<file path="src/rtl/sdram_frame_writer.sv">
// sdram_frame_writer: buffers 16-bit pixels in a small show-ahead FIFO and
// issues one single-word write per pixel to sdram_ctrl at consecutive
// addresses starting at BASE_ADDR.
// Each frame is FRAME_WORDS long and ends with a one-cycle o_frame_done pulse.
// Optional build macro SDRAM_FRAME_WRITER_TESTPAT_EN: pushes the in-frame
// push index instead of i_pix_data (SDRAM bring-up readback pattern).
module sdram_frame_writer #(
  parameter int ADDR_W      = 15,
  parameter int FRAME_WORDS = 512,
  parameter int BASE_ADDR   = 0,
  parameter int FIFO_DEPTH  = 16
) (
  input  logic              i_clk,
  input  logic              i_rst,
  input  logic              i_frame_start,
  input  logic              i_pix_valid,
  input  logic [15:0]       i_pix_data,
  input  logic              i_sdram_ready,
  input  logic              i_writing,
  output logic              o_sdram_en,
  output logic              o_rw,
  output logic [ADDR_W-1:0] o_addr,
  output logic [15:0]       o_datain,
  output logic              o_fifo_full,
  output logic              o_overflow,
  output logic              o_frame_done,
  output logic              o_busy
);

  localparam int PW = $clog2(FIFO_DEPTH);
  // push counter must reach FRAME_WORDS itself, which may be 2^ADDR_W
  localparam int CW = ADDR_W + 1;
  localparam logic [CW-1:0]     FW_CNT   = CW'(FRAME_WORDS);
  localparam logic [ADDR_W-1:0] LAST_IDX = ADDR_W'(FRAME_WORDS - 1);
  localparam logic [ADDR_W-1:0] BASE     = ADDR_W'(BASE_ADDR);

  typedef enum logic [0:0] {IDLE, WRITE} state_t;

  state_t            state_q, state_d;
  logic [PW:0]       wr_ptr_q, wr_ptr_d;
  logic [PW:0]       rd_ptr_q, rd_ptr_d;
  logic [ADDR_W-1:0] idx_q, idx_d;
  logic [CW-1:0]     push_cnt_q, push_cnt_d;
  logic              overflow_q, overflow_d;
  logic              frame_done_q, frame_done_d;
  logic [15:0]       mem_q [FIFO_DEPTH];

  logic              fifo_empty, fifo_full, accept;
  logic              push_en;
  logic [PW-1:0]     push_slot;
  logic [15:0]       push_data;
  logic [CW-1:0]     pcnt_base;

  // Pointers carry one extra wrap bit so full and empty are distinguishable.
  assign fifo_empty = (wr_ptr_q == rd_ptr_q);
  assign fifo_full  = (wr_ptr_q[PW] != rd_ptr_q[PW]) &&
                      (wr_ptr_q[PW-1:0] == rd_ptr_q[PW-1:0]);
  assign accept     = (state_q == WRITE) && !fifo_empty &&
                      i_sdram_ready && !i_writing;

  // Next-state: frame start/abort, push/drop, pop on acceptance, frame end.
  always_comb begin
    state_d      = state_q;
    wr_ptr_d     = wr_ptr_q;
    rd_ptr_d     = rd_ptr_q;
    idx_d        = idx_q;
    push_cnt_d   = push_cnt_q;
    overflow_d   = overflow_q;
    frame_done_d = 1'b0;
    push_en      = 1'b0;
    push_slot    = wr_ptr_q[PW-1:0];
    pcnt_base    = push_cnt_q;

    if (i_frame_start) begin
      // New frame (or abort of the current one): flush, then the same-cycle
      // pixel, if any, becomes word 0.
      state_d    = WRITE;
      wr_ptr_d   = '0;
      rd_ptr_d   = '0;
      idx_d      = '0;
      push_cnt_d = '0;
      overflow_d = 1'b0;
      pcnt_base  = '0;
      if (i_pix_valid) begin
        push_en    = 1'b1;
        push_slot  = '0;
        wr_ptr_d   = {{PW{1'b0}}, 1'b1};
        push_cnt_d = CW'(1);
      end
    end else if (state_q == WRITE) begin
      if (accept) begin
        rd_ptr_d = rd_ptr_q + 1'b1;
        idx_d    = idx_q + 1'b1;
      end
      if (i_pix_valid) begin
        if (push_cnt_q == FW_CNT) begin
          // frame already has all its pixels: discard quietly
        end else if (fifo_full) begin
          overflow_d = 1'b1;
        end else begin
          push_en    = 1'b1;
          wr_ptr_d   = wr_ptr_q + 1'b1;
          push_cnt_d = push_cnt_q + 1'b1;
        end
      end
      if (accept && (idx_q == LAST_IDX)) begin
        state_d      = IDLE;
        wr_ptr_d     = '0;
        rd_ptr_d     = '0;
        idx_d        = '0;
        frame_done_d = 1'b1;
      end
    end

`ifdef SDRAM_FRAME_WRITER_TESTPAT_EN
    push_data = 16'(pcnt_base);
`else
    push_data = i_pix_data;
`endif
  end

`ifdef SDRAM_FRAME_WRITER_TESTPAT_EN
  logic unused_pix;
  assign unused_pix = ^i_pix_data;
`endif

  // Control state registers with synchronous reset.
  always_ff @(posedge i_clk) begin
    if (i_rst) begin
      state_q      <= IDLE;
      wr_ptr_q     <= '0;
      rd_ptr_q     <= '0;
      idx_q        <= '0;
      push_cnt_q   <= '0;
      overflow_q   <= 1'b0;
      frame_done_q <= 1'b0;
    end else begin
      state_q      <= state_d;
      wr_ptr_q     <= wr_ptr_d;
      rd_ptr_q     <= rd_ptr_d;
      idx_q        <= idx_d;
      push_cnt_q   <= push_cnt_d;
      overflow_q   <= overflow_d;
      frame_done_q <= frame_done_d;
    end
  end

  // FIFO storage; contents are don't-care until written, reads are gated.
  always_ff @(posedge i_clk) begin
    if (push_en) mem_q[push_slot] <= push_data;
  end

  assign o_sdram_en   = (state_q == WRITE) && !fifo_empty;
  assign o_rw         = 1'b0;
  assign o_addr       = BASE + idx_q;
  assign o_datain     = fifo_empty ? 16'h0000 : mem_q[rd_ptr_q[PW-1:0]];
  assign o_fifo_full  = fifo_full;
  assign o_overflow   = overflow_q;
  assign o_frame_done = frame_done_q;
  assign o_busy       = (state_q == WRITE);

endmodule

</file>
<file path="config.mk">
export PLATFORM = sky130hd
export DESIGN_NAME = sdram_frame_writer
export DESIGN_NICKNAME = d
export VERILOG_FILES = /design/src/rtl/sdram_frame_writer.sv
export SDC_FILE = /design/constraint.sdc
export NUM_CORES = 1
export LEC_CHECK = 0
export CAP_MARGIN = 20
export CORE_UTILIZATION = 30
export DETAILED_ROUTE_END_ITERATION = 10
export GPL_TIMING_DRIVEN = 0
export RECOVER_POWER = 50
export SKIP_LAST_GASP = 1
export SYNTH_ARGS = -nofsm -noshare
export SYNTH_HDL_FRONTEND = slang
export SYNTH_SLANG_ARGS = --single-unit
</file>
<file path="constraint.sdc">
create_clock -name i_clk -period 9.94 [get_ports i_clk]
set_input_delay 2.485 -clock i_clk [delete_from_list [all_inputs] [get_ports i_clk]]
set_output_delay 2.485 -clock i_clk [all_outputs]
set_load 0.01 [all_outputs]
</file>
Word-level counts from Yosys, hierarchy flattened:

Memories as Yosys holds them, arrays and structs flattened. A register that Yosys moved wholly into a read port is not among the register bits.
Index checks and enable logic that the tools add are counted.

* add/sub/neg operators: 4
* $mul: 0
* divide/modulo/power cells: 0
* magnitude comparators: 0
* equality and inequality tests: 9
* shift operators: 0
* multiplexer cells: 34
* bitwise operators: 2
* reductions and logical operators: 17

Operators with widths (number)
* $mux 16: 6
* $mux 5: 8
* $mux 15: 2
* $add 16x1->16 const B: 1
* $eq 16x10->1 const B: 1
* $mux 4: 4
* $add 15x1->15 const B: 1
* $eq 15x9->1 const B: 1
* $mux 1: 14
* $reduce_and 4->1: 3
* $add 5x1->5 const B: 2
* $ne 3x2->1 const B: 2
* $reduce_bool 2->1: 3
* $eq 5x5->1: 1
* $logic_and 1x1->1: 5
* $eq 4x4->1: 1
* $ne 2x2->1 const B: 2
* $reduce_bool 3->1: 1
* $reduce_or 3->1: 1
* $logic_not 1->1: 2
* $not 1->1: 2
* $reduce_and 2->1: 1
* $reduce_or 2->1: 1
* $ne 1x1->1: 1

* bits in registers: 44
* bits in latches: 0
* memory bits (writable): 256
* bits in read-only memories: 0
* bits of input ports: 22
* output and inout bits: 37
* logic and storage cells: 74
* memories: 1

Memories
* mem_q: depth 16, width 16, rd ports 1, clocked after memory_dff 1, write ports 1, line 46 `logic [15:0] mem_q [FIFO_DEPTH];`

Logic depth before layout (Yosys ltp):

* word-level depth: 10
* depth in mapped cells: 9
* gate-level depth less buffers: 7

Worst setup path after synthesis:

OpenSTA, ideal clock, no wires.

* kind: input port to flip-flop
* from: input i_pix_valid
* to: memory mem_q[4][0], enable pin
* library setup time: 0.430 ns
* arrival time: 4.562 ns
* required time: 9.510 ns
* slack: 4.948 ns
* stages: 4
* path buffers: 1
* cell sequence: clkbuf_1 -> nand2_1 -> nand3b_1 -> nor4_1

* cells in the longest elaborated chain, start to end: 5
* elaborated cells on any way between the ends: 8
* classes of those cells: mux (8)

RTL lines
* from (decl): line 16 `input logic i_pix_valid,`
* $mux 1: line 95 `if (i_pix_valid) begin`
* $mux 1: line 90 `end else if (state_q == WRITE) begin`
* $mux 1: line 74 `if (i_frame_start) begin`
* $mux 1: line 150 `if (push_en) mem_q[push_slot] <= push_data;`
* $mux 1 (implied by the code): line 150
* to (decl): line 46

Parallel ways exist; a longest one is shown, timed or not.

==> summary.txt <==
Route
  • Detailed Route WL: 27,220 um
  • Post-Route M1 WL: 11,940 um
  • Vias per cell: 4.971
  • DR iter-0 viols: 515
  • Antenna Violating Nets Remaining: 0
  • Wire length per cell: 20.43 um
  • Via count: 6,621
  • Post-route DRC: 0
  • Met3 wire length: 1084 um
  • Drt pass-1 iters: 5
  • Top sig layer: met4
  • Wire length on met2: 13,710 um

Floorplanning
  • Die H: 204.5 um
  • Die X: 204.5 um
  • Row cnt: 73
  • Initial cell density of the core: 0.3069
  • CORE AREA: 40,100 sq um
  • IO Count: 59
  • Die Area: 41,840 sq um

Worst setup path
  • Critical path's largest stage delay: 710 ps
  • Worst setup EP type: output pin
  • CP dominant cell by count: mux4_2
  • Critical path fanouts, max: 10
  • CP Cell Sequence: clkbuf_1 > buf_1 > mux4_2 > mux4_2 > nor2b_1 > clkdlybuf4s50_1
  • Worst R2R Setup Slack: 6680 ps
  • Critical Path AT: 3580 ps
  • Buf+Inv Stages, Crit Path: 3
  • Worst R2R Start: push_cnt_q[0]
  • Reg2Reg Capture Point: mem_q[7][4]
  • CP max stage cell: buf_1
  • Startpoint Class: flop
  • Worst setup path class: reg -> out
  • R2R depth: 9
  • Required @ worst endpoint: 7460 ps
  • Top Family by Delay on Critical Path: buffers and inverters

Clock network
  • CTS tree: done
  • Post-CTS Setup Inserts: 0
  • CTS Buffer Depth: 3
  • CTS sink count: 304
  • Hold_buf cts: 0
  • Post-CTS sizing: 0
  • Skew-Pair Late Insertion Delay: 570 ps
  • CTS root buf: clkbuf_16
  • H-tree depth: 1
  • TritonCTS buffer count: 31
  • Clock Pin Slew Worst Setup and Hold Paths: 60 ps

Synthesis
  • Cells after synthesis: 673
  • Seq/Total Area, Yosys: 0.7027
  • Synth cell types: 53
  • Mapped Avg Cell Area: 18.29 sq um
  • Synth Register Bits: 304
  • Commonest register cell after synthesis: edfxtp_1
  • Syn. warnings: 0
  • Syn_nets: 700
  • Synth async-reset ratio: 0
  • Post-synth EDFFs: 256
  • Syn Std Cell Area: 12,310 sq um

Timing
  • Finish-stage setup viols: 0
  • Final clock skew: 22.64 ps
  • Maximum clock rate: 0.1648 GHz
  • Pins Over Slew Limit: 0
  • Hold Vio Cnt, Final: 0
  • Final TNS setup: 0 ps
  • Slew of the pin with the lowest slew margin: 1455 ps
  • RSZ-0062 raised after global routing: no
  • Max_slew headroom: 0.02163
  • Final period util: 0.6104
  • Final Critical Period: 6068 ps
  • PnR worst setup slack: 3872 ps

Worst hold path
  • Worst Min Path Start: push_cnt_q[15]
  • Cell depth of the worst hold path: 2
  • Hold Path End: push_cnt_q[15]
  • Hold WC Path Type: reg -> reg

Pwr
  • Pwr Density: 181.2 nW/um^2
  • Pint: 2.152 mW
  • Switch share: 0.2004
  • Max VDD drop: 0.1458 mV
  • Logic gate share of total power: 0.032
  • Sequential share of power: 0.517
  • Total design power: 2.691 mW
  • Part of the power in the clock network: 0.452
  • LEAKAGE: 4.505 nW
  • Switching power: 539.4 uW

Place
  • Gpl congestion: 0.7809
  • Post-DP HPWL: 18,250 um
  • DP Area: 13,810 sq um
  • Buffers on Ports: 57
  • Worst slack at placement: 4407 ps

Global routing
  • GR Overflow Total: 0
  • Vias in the first global route: 6,603
  • Antenna violations before repair: 0
  • First-pass GRT wire length: 41,340 um
  • Total GRT Usage: 0.1323
  • Largest net degree at the start of global routing: 17

Cells and area
  • Nets: 809
  • Area Overhead vs Synth: 20.67%
  • Post-route cell area: 14,850 sq um
  • Share of layout cells above drive strength 1: 0.2317
  • Ant. Diodes: 0

Outcome
  • Status: completed

Flow run
  • Maxcap violations: 0
-- worst register-to-register path, cell delays in order (launching register included) --
cell	delay, ps
dfxtp_1	440
inv_1	70
ha_1	190
nor3b_1	150
nand4_2	180
o2111ai_1	340
buf_2	310
or3_1	450
nor2_2	620
buf_8	230
-- per-stage QoR --
step / util / hold WS, ps / instances
3_5_place_dp: 0.3444 / 483.8 / 1273
3_3_place_gp: 0.3375 / 463.3 / 1255
5_1_grt: 0.3704 / 531.4 / 1332
4_1_cts: 0.3709 / 492.5 / 1331
2_1_floorplan: - / 451.5 / 673
6_report: 0.3704 / 487.8 / 1332
-- synth_stat cells (all sizes together) (3+ instances only) --
| cell | number | area (sq um) |
|---|---|---|
| xor2 | 12 | 112.6 |
| a21oi | 23 | 115.1 |
| o31ai | 11 | 96.34 |
| o2111ai | 9 | 120.1 |
| mux4 | 80 | 1802 |
| nand3 | 10 | 50.05 |
| nand2 | 19 | 71.32 |
| and3 | 7 | 43.79 |
| nor2b | 18 | 112.6 |
| buf | 24 | 157.7 |
| nor2 | 39 | 153.9 |
| mux2i | 4 | 40.04 |
| dfxtp | 48 | 960.9 |
| o211ai | 5 | 51.30 |
| nand3b | 3 | 22.52 |
| inv | 7 | 26.28 |
| nand4 | 7 | 56.30 |
| or3 | 13 | 81.33 |
| nor4 | 7 | 43.79 |
| clkbuf | 11 | 41.29 |
| edfxtp | 256 | 7687 |
| or4 | 10 | 75.07 |
| xnor2 | 6 | 60.06 |
| o21ai | 15 | 75.07 |
| ha | 5 | 62.56 |
-- area by class of cell --
type,count,area [sq um]
Clock buffer,38,802.0
Inverter,7,26.28
Buffer,35,198.9
Fill cell,3656,25250
Multi-Input combinational cell,327,3445
Timing Repair Buffer,76,810.8
Tap cell,525,656.9
Sequential cell,304,8648
Clock inverter,20,262.8
-- worst max-delay path by stage --
| stage | slack [ps] | endpoint | from | cells past startpoint |
|---|---|---|---|---|
| final | 3870 | o_datain[13] | flop | 6 |
| after global routing | 3750 | o_datain[6] | flop | 6 |
| after CTS | 3800 | o_datain[6] | flop | 6 |
| after detailed placement | 4410 | o_datain[14] | flop | 6 |
| after global placement | 2490 | mem_q[2][11] | i_pix_valid | 5 |
| after floorplan | 4950 | mem_q[4][0] | i_pix_valid | 4 |
-- sequential cells by signal, indices dropped and copies added (netlist names), named ones only --
register      count
o_busy            1
o_overflow        1
rd_ptr_q          5
push_cnt_q       16
o_frame_done      1
mem_q           256
wr_ptr_q          5
idx_q            15
-- power by group through the flow --
stage          combinational (mW)  sequential, mW  clock [mW]
2_1_floorplan              0.0398            1.42           0
3_3_place_gp               0.0856            1.42           0
3_5_place_dp               0.0876            1.42           0
4_1_cts                    0.0881            1.39        1.24
5_1_grt                    0.0925            1.39        1.29
6_report                   0.0848            1.39        1.22
-- cells in the final DEF (no fill, tap or decap), types with 5 or more instances in the layout --
cell / instances
clkdlybuf4s50_1: 30
nand2_1: 19
a21oi_1: 23
ha_1: 5
o31ai_1: 11
clkbuf_1: 18
nor2_1: 26
inv_1: 7
and3_1: 7
or3_1: 13
nand4_1: 5
buf_4: 14
xor2_1: 11
bufinv_16: 6
nor2_2: 12
o21ai_0: 15
mux4_2: 80
buf_1: 6
buf_2: 6
xnor2_1: 5
clkinv_1: 5
clkbuf_16: 31
dfxtp_1: 48
dlygate4sd3_1: 27
o2111ai_1: 8
clkinv_2: 7
buf_8: 13
nor2b_1: 18
or4_1: 10
edfxtp_1: 256
nand3_1: 10
-- cells by family after synthesis --
group / count (synthesis) / share of synthesized area
muxes: 84 / 0.1497
and+or+nand+nor: 142 / 0.06324
buffers and inverters: 42 / 0.01830
adders and majority gates: 5 / 0.005083
DFF: 304 / 0.7027
xor gates and xnor gates: 18 / 0.01403
AOI/OAI and AO/OA: 77 / 0.04666
other: 1 / 0.0003047
-- layer usage --
layer / track usage / vias to the layer above
met2: 0.2253 / 137
met4: 0.03438 / 0
met3: 0.01654 / 38
met5: 0 / -
li1: - / 2976
met1: 0.1779 / 3470
Power figures use the tool's default switching activity.
